$ cat src/rtl/stopwatch_pkg.sv
// stopwatch_pkg: shared state encoding and BCD constants for the stopwatch
package stopwatch_pkg;

    typedef enum logic [1:0] {
        STOPPED = 2'd0,
        RUN     = 2'd1,
        PAUSED  = 2'd2
    } state_t;

    localparam int          BCD_W   = 4;
    localparam logic [3:0]  BCD_MAX = 4'd9;

endpackage

$ cat src/rtl/bcd_digit.sv
// bcd_digit: one BCD decade that counts 0..9 and emits a carry on the 9->0 wrap
module bcd_digit
    import stopwatch_pkg::*;
(
    input  logic             clkIn,
    input  logic             rst,
    input  logic             clr,
    input  logic             inc,
    output logic [BCD_W-1:0] q,
    output logic             carry
);

    assign carry = inc & (q == BCD_MAX);

    // advance the decade on inc, wrapping 9 back to 0; clear has priority
    always_ff @(posedge clkIn or negedge rst) begin
        if (!rst)
            q <= '0;
        else if (clr)
            q <= '0;
        else if (inc)
            q <= carry ? '0 : q + 1'b1;
    end

endmodule

$ cat src/rtl/bcd_stopwatch.sv
// bcd_stopwatch: counts tickIn rising edges in BCD under start/stop and clear control
module bcd_stopwatch
    import stopwatch_pkg::*;
#(
    parameter int NUM_DIGITS = 4
) (
    input  logic                        clkIn,
    input  logic                        rst,
    input  logic                        tickIn,
    input  logic                        startStop,
    input  logic                        clear,
    output logic [BCD_W*NUM_DIGITS-1:0] digits,
    output logic                        running,
    output logic                        overflow
);

    state_t                state;
    logic                  tick_d;
    logic                  ss_d;
    logic                  tick_rise;
    logic                  ss_rise;
    logic [NUM_DIGITS:0]   inc_chain;

    assign tick_rise    = tickIn & ~tick_d;
    assign ss_rise      = startStop & ~ss_d;
    assign inc_chain[0] = (state == RUN) & tick_rise & ~clear;

    // one-cycle history for rising-edge detection of both level inputs
    always_ff @(posedge clkIn or negedge rst) begin
        if (!rst) begin
            tick_d <= 1'b0;
            ss_d   <= 1'b0;
        end else begin
            tick_d <= tickIn;
            ss_d   <= startStop;
        end
    end

    // run/pause FSM with registered running flag and sticky overflow
    always_ff @(posedge clkIn or negedge rst) begin
        if (!rst) begin
            state    <= STOPPED;
            running  <= 1'b0;
            overflow <= 1'b0;
        end else if (clear) begin
            state    <= STOPPED;
            running  <= 1'b0;
            overflow <= 1'b0;
        end else begin
            if (ss_rise) begin
                state   <= (state == RUN) ? PAUSED : RUN;
                running <= (state != RUN);
            end
            if (inc_chain[NUM_DIGITS])
                overflow <= 1'b1;
        end
    end

    for (genvar k = 0; k < NUM_DIGITS; k++) begin : g_digit
        bcd_digit u_digit (
            .clkIn (clkIn),
            .rst   (rst),
            .clr   (clear),
            .inc   (inc_chain[k]),
            .q     (digits[BCD_W*k +: BCD_W]),
            .carry (inc_chain[k+1])
        );
    end

endmodule

$ cat config.mk
export PLATFORM = sky130hd
export DESIGN_NAME = bcd_stopwatch
export DESIGN_NICKNAME = d
export VERILOG_FILES = /design/src/rtl/stopwatch_pkg.sv /design/src/rtl/bcd_digit.sv /design/src/rtl/bcd_stopwatch.sv
export SDC_FILE = /design/constraint.sdc
export NUM_CORES = 1
export LEC_CHECK = 0
export CAP_MARGIN = 5
export CORE_MARGIN = 2
export CORE_UTILIZATION = 50
export DETAILED_ROUTE_END_ITERATION = 10
export HOLD_SLACK_MARGIN = 0.03
export PLACE_DENSITY_LB_ADDON = 0.2
export SETUP_SLACK_MARGIN = 0.3
export SKIP_CTS_REPAIR_TIMING = 1
export SYNTH_ARGS = -nofsm -noshare
export SYNTH_HDL_FRONTEND = slang
export SYNTH_SLANG_ARGS = --single-unit
$ cat constraint.sdc
create_clock -name clkIn -period 3.6 [get_ports clkIn]
set_input_delay 1.08 -clock clkIn [delete_from_list [all_inputs] [get_ports clkIn]]
set_output_delay 1.08 -clock clkIn [all_outputs]
set_load 0.02 [all_outputs]
# Yosys cells after proc, flatten, opt, wreduce, memory -nomap -nowiden
# Index checks and enable logic that the tools add are counted.
[word_totals] regBits=22 output_inout_bits=18 elab_cells=55
[op_classes] add_sub_neg=4 n_eq_ne=6 mux=19 bitwise_logic=11 reduce_logical=6
[op_table] operator="$mux 4" count=12
[op_table] operator="$add 4x1->4 const B" count=4
[op_table] operator="$eq 4x4->1 const B" count=4
[op_table] operator="$reduce_bool 2->1" count=6
[op_table] operator="$and 1x1->1" count=8
[op_table] operator="$mux 2" count=3
[op_table] operator="$mux 1" count=4
[op_table] operator="$not 1->1" count=3
[op_table] operator="$eq 2x1->1 const B" count=1
[op_table] operator="$ne 2x1->1 const B" count=1

# Depth between registers and ports, before layout
[logic_depth] ltp_word=11 ltp_mapped=7

# By module
# Synthesis repeated with hierarchy kept, for this count alone.
[hier_totals] hier_cells=119 area_unflattened_um2=1141.1
[by_module_without_submodules] module="bcd_digit" instances=4 cells_each=26 area_per_inst_um2=237.7 seq_area_each_um2=100.1
[by_module_without_submodules] module="bcd_stopwatch" instances=1 cells_each=15 area_per_inst_um2=190.2 seq_area_each_um2=125.1

# Worst setup path before layout
# No wires, ideal clock.
[synth_path] path_kind="input-to-reg" from="input clear" to="register g_digit[3].u_digit.q[2]" t_arrival_ps=2167 t_required_ps=3522 setup_slack_ps=1356 cell_stages=5 path_cell_list="and4bb_1 > buf_6 > nand4_4 > or4_1 > a21oi_1"
[synth_between] elab_chain_len=9 elab_cells_between_ends=10 classes_between="3 x mux; 6 x bitwise; 1 x reduce/logical"
[synth_lines] element="start, declared" line_no="bcd_stopwatch.sv:11" text="input logic clear,"
[synth_lines] element="$not 1->1" line_no="bcd_stopwatch.sv:26" text="assign inc_chain[0] = (state == RUN) & tick_rise & ~clear;"
[synth_lines] element="$and 1x1->1" line_no="bcd_stopwatch.sv:26"
[synth_lines] element="$and 1x1->1 (4 in series)" line_no="bcd_digit.sv:13" text="assign carry = inc & (q == BCD_MAX);"
[synth_lines] element="$mux 4" line_no="bcd_digit.sv:22" text="q <= carry ? '0 : q + 1'b1;"
[synth_lines] element="$mux 4" line_no="bcd_digit.sv:21" text="else if (inc)"
[synth_lines] element="$mux 4" line_no="bcd_digit.sv:19" text="else if (clr)"
[synth_lines] element="end signal, assigned" line_no="bcd_digit.sv:22"
[synth_lines] element="end, declared" line_no="bcd_digit.sv:9" text="output logic [BCD_W-1:0] q,"
# Parallel ways exist; a longest one is shown, timed or not. The select of a mux whose other input is x is not followed.
# A chain may end at the register's enable or synchronous reset.

# Worst setup path in the final report
# Same ends and word-level chain as after synthesis.

==> metrics <==
min Tclk post-route 2.62 ns; WL/cell 13.2 µm; vias in the first global route 844; Reg2Reg Setup Slack 1.57 ns; slew margin rel. 39.0%; layout cells sized above 1 5.67%; Req. time, crit path 3.84 ns; drt first pass iters 5; Placed Cells 165; H-tree depth 1; CTS root buf clkbuf_4; Worst Skew 0.00310 ns; initial antenna violation count 0; Die ar. 2730 µm²; Final Setup Violations 0; CTS tree done; Post-Syn Area 1160 µm²; Placer Congestion 0.805; worst slew pin tran 0.911 ns; DRC viols 0; Seq/Total Area, Yosys 45.2%; gr ovfl total 0; core area 2210 µm²; synthesized area per cell 9.69 µm²; diode count 0; Post-Synthesis Cells 120; clk buf depth 2; Maximum Capacitance Violations 0; Crit Path Category input port to flip-flop; Worst Setup Start Kind input port; Slew Limit Fails 0; Max Freq 382 MHz; CP Max Fanout 10; Final Cycle Share 72.8%; Clock transition at path regs 0.12 ns; Post-DP Area 1390 µm²; vias per cell 5.66; Setup crit end kind flip-flop; Final Routed Wirelength 2230 µm; syn_nets 133; row count 17; post-synth cell types 33; Worst Path Arrival 2.86 ns; CTS Buf Count 3; PortBufs 22; first-pass GRT wire length 3870 µm; min-delay worst type flip-flop to flip-flop; GRT Total Usage 19.5%; Area contributors post-synth dfrtp_1 (45%), ha_1 (8.6%), a21oi_1 (6.0%); Overall Power 0.382 mW; ANT nets after route 0; die width 52.2 µm; flops & latches, synth 21; Design Area, Final 1420 µm²; Initial Util 52.5%; Final nets 155; I/O pins 23; Lkg Pwr 0.621 nW; Cell Pwr Density 269 nW/µm²; Max IR drop VDD 0.000183 V; chip height 52.2 µm; largest net degree at the start of global routing 22; leading area contributor after synthesis dfrtp_1; Yosys Warn Count 0; Non-Filler Instances 169; hpwl dp 1610 µm; final hold viol count 0; Setup TNS 0 ns; Layout Utilization 64.1%; Yosys top cell area share 45.2%; run status completed; RSZ-0062 raised after global routing no; clk_lat worst skew 0.31 ns; clock sinks 21; initial DRC count 11; vias after detailed routing 956; area grow syn2layout 22.0%
[worst max-delay path, stage by stage]
cell and delay (ns):
clkdlybuf4s50_1 0.42, and4bb_1 0.53, nand4_4 0.20, or4_1 0.50
a21oi_1 0.13
[placed cells by master, fill, tap and decap left out, types with 5 or more instances in the layout]
| cell type | count |
|---|---|
| nand2_1 | 7 |
| ha_1 | 8 |
| nand3_1 | 5 |
| clkdlybuf4s50_1 | 22 |
| dfrtp_1 | 21 |
| o21ai_0 | 6 |
| nor2_1 | 13 |
| or3_1 | 5 |
| inv_1 | 7 |
| a21oi_1 | 14 |
[worst paths after layout]
check / start / to / cells after the start
setup / recovery: clear / g_digit[3].u_digit.q[2] / 5
hold / removal: overflow / overflow / 2
setup reg to reg: g_digit[0].u_digit.q[1] / g_digit[3].u_digit.q[2] / 6
hold reg to reg: overflow / overflow / 2
max in group asynchronous: rst / state[0] / 1
min in group asynchronous: rst / g_digit[1].u_digit.q[2] / 1
[synthesized netlist by cell type (all sizes together)]
master,count
inv,7
or4,1
nand2,7
and2,1
dfrtp,21
o21ai,6
o31ai,1
nand3,5
clkbuf,3
xor2,1
and4,1
nor2,13
ha,8
o21bai,1
mux2i,3
nand4,2
and4bb,2
a21boi,1
nor3,3
a21oi,14
or4b,1
nand4bb,2
and3b,3
and3,1
buf,3
nor2b,1
nor4,2
or3,5
nand4b,1
[layer usage]
metal,vias up,share of wire (%),GRT usage [%]
met2,22,47,30.0
met1,460,48,26.8
li1,470,-,-
met5,-,0,0
met4,0,1.7,8.97
met3,4,3.5,3.43
[cells by family (layout without fill, tap and decap cells)]
kind of cell	count (synthesis)	count (layout)	share of synthesized area, %
buffers and inverters	13	34	5.27
adders and majority gates	8	8	8.61
DFF	21	21	45.2
muxes	3	3	2.58
and+or+nand+nor	51	51	27.0
AOI/OAI and AO/OA	23	23	10.6
xor gates and xnor gates	1	1	0.754
[power breakdown]
part	total (mW)	internal, mW	switching (mW)
clock network	0.117	0.0415	0.0756
logic	0.0241	0.0100	0.0141
registers	0.241	0.238	0.00222
[registers in the layout, summed over array words and instances, names as in the netlist]
register / cells
g_digit.u_digit.q: 16
ss_d: 1
overflow: 1
state: 2
tick_d: 1
[cell type report]
class	instances	area [µm²]
fillers	195	795
multi-input cells	86	576
inverters	7	26.3
flip-flops and latches	21	526
repair buffers	23	228
clock buffers	3	22.5
well taps	28	35.0
clock inverters	1	5.00
[per-stage QoR]
step                      worst slack, ns  hold WS (ns)
final                               0.979         0.503
after CTS                           0.989         0.511
after global placement              0.713         0.485
after floorplan                      1.36         0.508
after detailed placement            0.644         0.482
after global routing                0.842         0.541
No activity file was read; power rests on OpenSTA's default activity.
